[config.mk]
export PLATFORM = sky130hd
export DESIGN_NAME = pixel_writer
export DESIGN_NICKNAME = d
export VERILOG_FILES = /design/src/rtl/pixel_pkg.sv /design/src/rtl/pixel_fifo.sv /design/src/rtl/pixel_writer.sv
export SDC_FILE = /design/constraint.sdc
export NUM_CORES = 1
export LEC_CHECK = 0
export BUFFER_PORTS_ARGS = -buffer_cell sky130_fd_sc_hd__buf_2
export CAP_MARGIN = 0
export CORE_MARGIN = 2
export CORE_UTILIZATION = 25
export DETAILED_ROUTE_END_ITERATION = 6
export GPL_TIMING_DRIVEN = 0
export SLEW_MARGIN = 20
export SYNTH_ARGS = -nofsm -noshare
export SYNTH_HDL_FRONTEND = slang
export SYNTH_SLANG_ARGS = --single-unit
[constraint.sdc]
create_clock -name clk -period 3.34 [get_ports clk]
set_input_delay 0.334 -clock clk [delete_from_list [all_inputs] [get_ports clk]]
set_output_delay 0.334 -clock clk [all_outputs]
set_load 0.01 [all_outputs]
[src/rtl/pixel_pkg.sv]
// Shared constants, FSM states and the queued-pixel record for pixel_writer.
package pixel_pkg;
   localparam int SCREEN_W_DEF = 640;
   localparam int SCREEN_H_DEF = 480;
   localparam int ADDR_W       = 19;

   typedef enum logic [1:0] {
      IDLE  = 2'd0,
      DRAIN = 2'd1,
      CLEAR = 2'd2
   } state_t;

   typedef struct packed {
      logic [ADDR_W-1:0] addr;
      logic              color;
   } pix_entry_t;

   // Linear framebuffer address, computed at full ADDR_W width.
   function automatic logic [ADDR_W-1:0] pix_addr(input logic [8:0] y,
                                                  input logic [9:0] x,
                                                  input int unsigned w);
      return ADDR_W'(y) * ADDR_W'(w) + ADDR_W'(x);
   endfunction
endpackage

[src/rtl/pixel_fifo.sv]
// Small first-word-fall-through FIFO holding pixels waiting for the framebuffer.
module pixel_fifo
   import pixel_pkg::*;
#(
   parameter int DEPTH = 8,
   parameter int WIDTH = 20
) (
   input  logic             clk,
   input  logic             reset,
   input  logic             push,
   input  logic [WIDTH-1:0] push_data,
   input  logic             pop,
   output logic [WIDTH-1:0] pop_data,
   output logic             full,
   output logic             empty
);
   localparam int PTR_W = $clog2(DEPTH);

   logic [WIDTH-1:0] mem_q [DEPTH];
   logic [PTR_W-1:0] wr_ptr_q, wr_ptr_d;
   logic [PTR_W-1:0] rd_ptr_q, rd_ptr_d;
   logic [PTR_W:0]   count_q, count_d;
   logic             do_push, do_pop;

   // Pointers wrap naturally because DEPTH is a power of two.
   always_comb begin
      full     = (count_q == (PTR_W+1)'(DEPTH));
      empty    = (count_q == '0);
      do_push  = push && !full;
      do_pop   = pop && !empty;
      wr_ptr_d = wr_ptr_q + PTR_W'(do_push);
      rd_ptr_d = rd_ptr_q + PTR_W'(do_pop);
      count_d  = count_q + (PTR_W+1)'(do_push) - (PTR_W+1)'(do_pop);
   end

   assign pop_data = mem_q[rd_ptr_q];

   always_ff @(posedge clk) begin
      if (reset) begin
         wr_ptr_q <= '0;
         rd_ptr_q <= '0;
         count_q  <= '0;
      end else begin
         wr_ptr_q <= wr_ptr_d;
         rd_ptr_q <= rd_ptr_d;
         count_q  <= count_d;
      end
      if (do_push) mem_q[wr_ptr_q] <= push_data;
   end
endmodule

[src/rtl/pixel_writer.sv]
// Queues drawn pixels into a framebuffer write port and performs full-screen
// clears after draining whatever was queued ahead of the clear request.
module pixel_writer
   import pixel_pkg::*;
#(
   parameter int SCREEN_W = SCREEN_W_DEF,
   parameter int SCREEN_H = SCREEN_H_DEF,
   parameter int DEPTH    = 8
) (
   input  logic              clk,
   input  logic              reset,
   input  logic              in_valid,
   input  logic [9:0]        in_x,
   input  logic [8:0]        in_y,
   input  logic              in_color,
   output logic              in_ready,
   input  logic              clear_req,
   input  logic              clear_color,
   output logic              clear_busy,
   output logic              clear_done,
   input  logic              fb_wait,
   output logic              fb_we,
   output logic [ADDR_W-1:0] fb_addr,
   output logic              fb_data,
   output logic [7:0]        drop_count
);
   localparam logic [10:0]       X_LIM     = 11'(SCREEN_W);
   localparam logic [9:0]        Y_LIM     = 10'(SCREEN_H);
   localparam logic [ADDR_W-1:0] LAST_ADDR = ADDR_W'(SCREEN_W * SCREEN_H - 1);

   state_t            state_q, state_d;
   logic              clear_pending_q, clear_pending_d;
   logic              color_q, color_d;
   logic [ADDR_W-1:0] sweep_q, sweep_d;
   logic              fb_we_q, fb_we_d;
   logic [ADDR_W-1:0] fb_addr_q, fb_addr_d;
   logic              fb_data_q, fb_data_d;
   logic              clear_busy_q, clear_busy_d;
   logic              clear_done_q, clear_done_d;
   logic              last_wr_q, last_wr_d;
   logic [7:0]        drop_q, drop_d;

   logic       off_screen, accept, fifo_push, fifo_pop, fifo_full, fifo_empty;
   pix_entry_t push_entry, pop_entry;

   pixel_fifo #(
      .DEPTH (DEPTH),
      .WIDTH ($bits(pix_entry_t))
   ) u_fifo (
      .clk       (clk),
      .reset     (reset),
      .push      (fifo_push),
      .push_data (push_entry),
      .pop       (fifo_pop),
      .pop_data  (pop_entry),
      .full      (fifo_full),
      .empty     (fifo_empty)
   );

   always_comb begin
      off_screen       = ({1'b0, in_x} >= X_LIM) || ({1'b0, in_y} >= Y_LIM);
      in_ready         = !fifo_full && !clear_pending_q && (state_q != CLEAR);
      accept           = in_valid && in_ready;
      fifo_push        = accept && !off_screen;
      push_entry.addr  = pix_addr(in_y, in_x, SCREEN_W);
      push_entry.color = in_color;
      fifo_pop         = (state_q != CLEAR) && !fb_wait && !fifo_empty;

      state_d         = state_q;
      clear_pending_d = clear_pending_q;
      color_d         = color_q;
      sweep_d         = sweep_q;
      last_wr_d       = 1'b0;
      fb_we_d         = 1'b0;
      fb_addr_d       = fb_addr_q;
      fb_data_d       = fb_data_q;
      drop_d          = (accept && off_screen && drop_q != 8'hFF) ? drop_q + 8'd1 : drop_q;

      if (fifo_pop) begin
         fb_we_d   = 1'b1;
         fb_addr_d = pop_entry.addr;
         fb_data_d = pop_entry.color;
      end

      case (state_q)
         IDLE: begin
            // A pixel accepted alongside clear_req is already in the FIFO ahead of the sweep.
            if (clear_req) begin
               clear_pending_d = 1'b1;
               color_d         = clear_color;
               state_d         = DRAIN;
            end
         end
         DRAIN: begin
            if (fifo_empty) begin
               state_d = CLEAR;
               sweep_d = '0;
            end
         end
         CLEAR: begin
            if (!fb_wait) begin
               fb_we_d   = 1'b1;
               fb_addr_d = sweep_q;
               fb_data_d = color_q;
               if (sweep_q == LAST_ADDR) begin
                  last_wr_d       = 1'b1;
                  state_d         = IDLE;
                  clear_pending_d = 1'b0;
                  sweep_d         = '0;
               end else begin
                  sweep_d = sweep_q + 1'b1;
               end
            end
         end
         default: state_d = IDLE;
      endcase

      clear_busy_d = (state_d != IDLE);
      clear_done_d = last_wr_q;
   end

   always_ff @(posedge clk) begin
      if (reset) begin
         state_q         <= IDLE;
         clear_pending_q <= 1'b0;
         color_q         <= 1'b0;
         sweep_q         <= '0;
         fb_we_q         <= 1'b0;
         fb_addr_q       <= '0;
         fb_data_q       <= 1'b0;
         clear_busy_q    <= 1'b0;
         clear_done_q    <= 1'b0;
         last_wr_q       <= 1'b0;
         drop_q          <= '0;
      end else begin
         state_q         <= state_d;
         clear_pending_q <= clear_pending_d;
         color_q         <= color_d;
         sweep_q         <= sweep_d;
         fb_we_q         <= fb_we_d;
         fb_addr_q       <= fb_addr_d;
         fb_data_q       <= fb_data_d;
         clear_busy_q    <= clear_busy_d;
         clear_done_q    <= clear_done_d;
         last_wr_q       <= last_wr_d;
         drop_q          <= drop_d;
      end
   end

   assign fb_we      = fb_we_q;
   assign fb_addr    = fb_addr_q;
   assign fb_data    = fb_data_q;
   assign clear_busy = clear_busy_q;
   assign clear_done = clear_done_q;
   assign drop_count = drop_q;
endmodule

==> results of run 1 <==
placed cells by master (no fill, tap or decap), types with 7 or more instances in the layout:
cell / count
clkbuf_16: 25
nand4_1: 11
dfxtp_1: 65
buf_2: 63
a21oi_1: 24
inv_1: 20
nand2b_1: 10
nor3_1: 8
o21ai_0: 18
xor2_1: 9
nor2_1: 55
mux4_2: 36
mux2_2: 21
clkbuf_1: 16
a222oi_1: 17
mux2i_1: 12
nand3_1: 10
ha_1: 29
xnor2_1: 13
a211oi_1: 7
nand2_1: 22
edfxtp_1: 160
nor2b_1: 8
per-layer routing:
| metal | up-vias | GRT usage [%] | part of all wire (%) |
|---|---|---|---|
| met5 | - | 0 | 0 |
| met4 | 0 | 2.94 | 1.8 |
| met3 | 33 | 2.03 | 6.0 |
| met2 | 166 | 17.3 | 46 |
| met1 | 2946 | 15.3 | 46 |
| li1 | 2759 | - | - |
final cells by class:
cell class	instances	area, sq um	area share [%]
Sequential cell	225	6110	52.1
Multi-Input combinational cell	386	3430	29.3
Tap cell	518	648	5.53
Clock buffer	27	633	5.40
Timing Repair Buffer	65	414	3.53
Clock inverter	19	259	2.21
Buffer	28	150	1.28
Inverter	20	75.1	0.641
per-stage QoR:
stage,power (uW),instance area (sq um)
after floorplan,4770,9700
after global placement,5340,10600
after detailed placement,5390,10800
after CTS,8360,11700
after global routing,8660,11700
final,8260,11700
timing repair:
action	in CTS	in global routing
hold buffers	0	0
endpoints found under the setup margin	8	8
setup buffers	0	0
pin swaps	0	0
resized for setup	1	1
sequential cells by signal, indices dropped and copies added, names as in the netlist, 2 cells and up:
signal and count:
u_fifo.rd_ptr_q 3, drop_count 8, fb_addr 19, state_q 2, u_fifo.count_q 4, sweep_q 19
u_fifo.mem_q 160, u_fifo.wr_ptr_q 3
critical path, stage by stage (launching register included):
cell      delay (ps)
dfxtp_1          290
inv_1             90
ha_1             150
nor3b_1          590
nor3_1           220
clkbuf_1         340
ha_1             370
inv_1             40
ha_1             220
fa_1             380
xnor2_1          140
nor2_1            50
worst max path at each step:
stage	to	slack [ps]	cells after the start
global route	u_fifo.mem_q[4][19]	5	9
detailed placement	u_fifo.mem_q[4][19]	-600	9
floorplan	u_fifo.mem_q[0][0]	200	6
CTS	u_fifo.mem_q[0][7]	190	8
finish	u_fifo.count_q[2]	310	11
global placement	u_fifo.mem_q[1][5]	-1470	6
report_power, final:
part           internal, uW  switching (uW)  leakage (uW)
logic                   884            1090       0.00158
registers              3250            95.0       0.00197
clock network          1840            1100      0.000427
cells by family after synthesis:
logic type	after synthesis	synth area share [%]
DFF	225	63.0
xor gates and xnor gates	23	2.08
buffers and inverters	48	2.32
and+or+nand+nor	162	8.74
adders and majority gates	32	4.36
muxes	69	12.0
AOI/OAI and AO/OA	100	7.48
==> flow_summary.yaml, run 1 <==
run_status:
  status: "finished, violations left"
  violations: "design-rule violations"
placement:
  io_buffers: 57
  placed_cells: 1242
  place_ws_ps: -601
  gp_congestion: 0.791
  hpwl_mm: 15.4
worst_setup_path:
  cp.required_ps: 3720
  r2r_setup_slack_ps: 310
  r2r-start: "u_fifo.count_q[2]"
  worstSetupPathType: "reg2reg"
  critPathLaunch: "u_fifo.count_q[2]"
  crit_arrival_ps: 3410
  crit_fanout: 11
  critPathLaunchType: "register"
  reg2reg_depth: 11
  r2r_end: "u_fifo.count_q[2]"
  end_kind: "register"
logic_synthesis:
  synthTopCellsByArea: "edfxtp_1, dfxtp_1, mux4_2"
  yosysWarnings: 0
  synthCells: 659
  synth-seq-cells: 225
  synth-async-reset-ratio_pct: 0
  yosysSeqAreaShare_pct: 63.0
  synth_cell_type_count: 57
  yosysMostFrequentCell: "edfxtp_1"
  synthTopCellsByCount: "edfxtp_1, dfxtp_1, nor2_1"
  netlist.area_leader.share_pct: 49.6
  ys.flop_type: "edfxtp_1"
  syn-mean-instance-area_sq_um: 14.7
  syn_nets: 717
  synth.largest_area_cell: "edfxtp_1"
  netlist_area_sq_um: 9700
  synth_edf_count: 160
timing:
  setup_slack_ps: 314
  fin_crit_sh_pct: 90.6
  whs_ps: 74.6
  max-slew-margin-rel_pct: 34.6
  hold_viol_final: 0
  tns_ps: 0
  worst_pin_slew_ps: 972
  fin_skew_ps: 17.7
  period_minus_slack_ps: 3030
  rsz0062_at_grt: "false"
  setup_violations: 0
  fmax_mhz: 330
  maxSlewViolCount: 0
die:
  initial_core_util_pct: 25.2
  std_cell_rows: 72
  dieArea_sq_um: 40400
  dieHeight_microns: 201
  dieWidth_microns: 201
  coreArea_sq_um: 38500
  ios: 58
cts:
  clock_latency_ps: 530
  clock-sinks: 225
  clkTransAtPathRegs_ps: 60
  cts_tree: "built"
  ctsRootBufferMaster: "clkbuf_16"
  cts-buffers-inserted: 25
  htreeDepth: 1
  clk_path_buf_depth: 3
global_routing:
  grt_pass1_wl_mm: 34.0
  grt_max_degree: 21
  grt_overflow: 0
  grt.total_usage_pct: 10.9
  antenna_found_initial: 0
  grt_pass1_vias: 5679
min_path:
  min_path_type: "in2reg"
  worstHoldStart: "in_x[2]"
  whs_path_depth: 1
  min_to: "u_fifo.mem_q[4][3]"
power:
  cellLeakagePower_uw: 0.00398
  p_per_area_nw_per_um2: 705
  vdd_drop_max_v: 0.000356
layout:
  finalNonFillerCells: 1288
  num_antenna_cells: 0
  area_growth_pct: 20.9
  fin_nets: 809
  drive_gt1_share_pct: 25.1
  fin_util_pct: 30.5
  fillCellCount: 3852
detailed_routing:
  final_antenna_net_count: 0
  vias_per_cell: 4.58
  routed-via-count: 5904
  dr.pass1.iters: 7
  wl_per_cell_microns: 17.2
  drc_errors: 5
  routed_wl_mm: 22.2
  drt-initial-drc-count: 494
flow_run:
  maxCapViolations: 0
Power figures use the tool's default switching activity.
==> inputs of run 2 (changes only) <==
--- a/config.mk
+++ b/config.mk
@@ -7,10 +7,13 @@
 export LEC_CHECK = 0
 export BUFFER_PORTS_ARGS = -buffer_cell sky130_fd_sc_hd__buf_2
 export CAP_MARGIN = 0
+export CELL_PAD_IN_SITES_DETAIL_PLACEMENT = 2
+export CELL_PAD_IN_SITES_GLOBAL_PLACEMENT = 2
 export CORE_MARGIN = 2
 export CORE_UTILIZATION = 25
 export DETAILED_ROUTE_END_ITERATION = 6
 export GPL_TIMING_DRIVEN = 0
+export PLACE_DENSITY_LB_ADDON = 0.1
 export SLEW_MARGIN = 20
 export SYNTH_ARGS = -nofsm -noshare
 export SYNTH_HDL_FRONTEND = slang
==> flow_summary.yaml, run 2 (synthesis gave the netlist of run 1 again) <==
timing:
  fmax_mhz: 332
  hold_viol_final: 0
  max-slew-margin-rel_pct: 36.5
  fin_skew_ps: 19.4
  setup_violations: 0
  rsz0062_at_grt: "false"
  maxSlewViolCount: 0
  worst_pin_slew_ps: 944
  tns_ps: 0
  fin_crit_sh_pct: 90.2
  period_minus_slack_ps: 3010
  setup_slack_ps: 328
  whs_ps: 68.7
placement:
  hpwl_mm: 19.9
  io_buffers: 57
  place_ws_ps: -588
  gp_congestion: 0.765
detailed_routing:
  vias_per_cell: 4.61
  wl_per_cell_microns: 20.9
  drc_errors: 0
  routed_wl_mm: 27.1
  dr.pass1.iters: 4
  drt-initial-drc-count: 237
  routed-via-count: 5969
  final_antenna_net_count: 0
cts:
  cts_tree: "built"
  clock-sinks: 225
  clk_path_buf_depth: 3
  cts_setup_buffers: 0
  hold_buffers: 0
  ctsRootBufferMaster: "clkbuf_16"
  cts-buffers-inserted: 26
  clock_latency_ps: 540
  clkTransAtPathRegs_ps: 60
  cts_resized: 1
  htreeDepth: 1
worst_setup_path:
  r2r-start: "u_fifo.count_q[2]"
  crit_fanout: 8
  crit_arrival_ps: 3260
  reg2reg_depth: 12
  worstSetupPathType: "in2reg"
  cp.required_ps: 3590
  end_kind: "register"
  critPathLaunch: "in_y[1]"
  cp-endpoint: "u_fifo.mem_q[5][19]"
  r2r_setup_slack_ps: 370
  r2r_end: "u_fifo.count_q[3]"
  critPathLaunchType: "primary input"
power:
  p_seq_share_pct: 40.5
  internal_power_uw: 5890
  clockPowerShare_pct: 35.0
  cellLeakagePower_uw: 0.00402
  p_sw_uw: 2390
  combPwrFrac_pct: 24.4
  vdd_drop_max_v: 0.000359
  p_sw_share_pct: 28.9
  p_per_area_nw_per_um2: 703
layout:
  fin_nets: 814
  largest_reg_flops: 160
  fillCellCount: 4029
  area_growth_pct: 21.5
  fin_util_pct: 30.6
  final_common_cell: "edfxtp_1"
  layout_common_cells: "edfxtp_1, dfxtp_1, buf_2, nor2_1, mux4_2"
  drive_gt1_share_pct: 25.5
  top_register: "u_fifo.mem_q"
global_routing:
  antenna_found_initial: 0
  grt.total_usage_pct: 13.6
  grt_overflow: 0
  grt_max_degree: 14
  grt_pass1_vias: 6703
  grt_pass1_wl_mm: 41.8
die:
  ios: 58
  initial_core_util_pct: 25.2
  dieHeight_microns: 201
  dieArea_sq_um: 40400
  coreArea_sq_um: 38500
  std_cell_rows: 72
  dieWidth_microns: 201
min_path:
  min_path_type: "in2reg"
run_status:
  status: "finished clean"
flow_run:
  maxCapViolations: 0
[run 2: stage by stage]
step	total power, uW	cell area [sq um]	cells
after floorplan	4770	9700	659
after global placement	5410	10600	1234
after detailed placement	5500	10900	1246
after CTS	8440	11800	1294
after global routing	8740	11800	1294
final	8280	11800	1295
[run 2: routing by layer]
metal	routed length, microns	GRT usage [%]	share of wire [%]	vias to the layer above
met5	0	0	0	-
met1	12000	17.3	45	3084
met3	892	1.98	3.3	31
met2	13600	24.3	50	91
met4	466	3.15	1.7	0
li1	-	-	-	2763
[run 2: layout make-up]
type                            count  area (sq um)  share of cell area [%]
Tap cell                          518           648                    5.50
Buffer                             28           150                    1.27
Multi-Input combinational cell    386          3430                    29.1
Timing Repair Buffer               69           510                    4.33
Inverter                           20          75.1                   0.637
Antenna cell                        1          2.50                  0.0212
Clock buffer                       33           677                    5.74
Sequential cell                   225          6110                    51.8
Clock inverter                     15           184                    1.56
[run 2: power groups by stage]
stage	combinational, uW	clock (uW)	sequential (uW)
global route	2260	3090	3380
CTS	2090	2990	3360
global placement	1990	0	3410
finish	2020	2900	3360
detailed placement	2080	0	3420
floorplan	1350	0	3410
[run 2: how the worst min path moves through the flow]
stage,slack [ps],startpoint,cells after the start,end
floorplan,410,clear_done_d,1,clear_done
global placement,430,clear_done_d,1,clear_done
detailed placement,450,clear_done_d,1,clear_done
CTS,40,in_x[4],1,u_fifo.mem_q[7][5]
global route,50,in_x[4],1,u_fifo.mem_q[4][5]
finish,70,in_x[4],1,u_fifo.mem_q[4][5]
[run 2: critical path: stages]
cell and delay, ps:
buf_2 120, ha_1 290, ha_1 240, fa_1 440
a211oi_1 470, o21ai_0 200, a211oi_1 470, nand2_1 130
o31ai_2 560
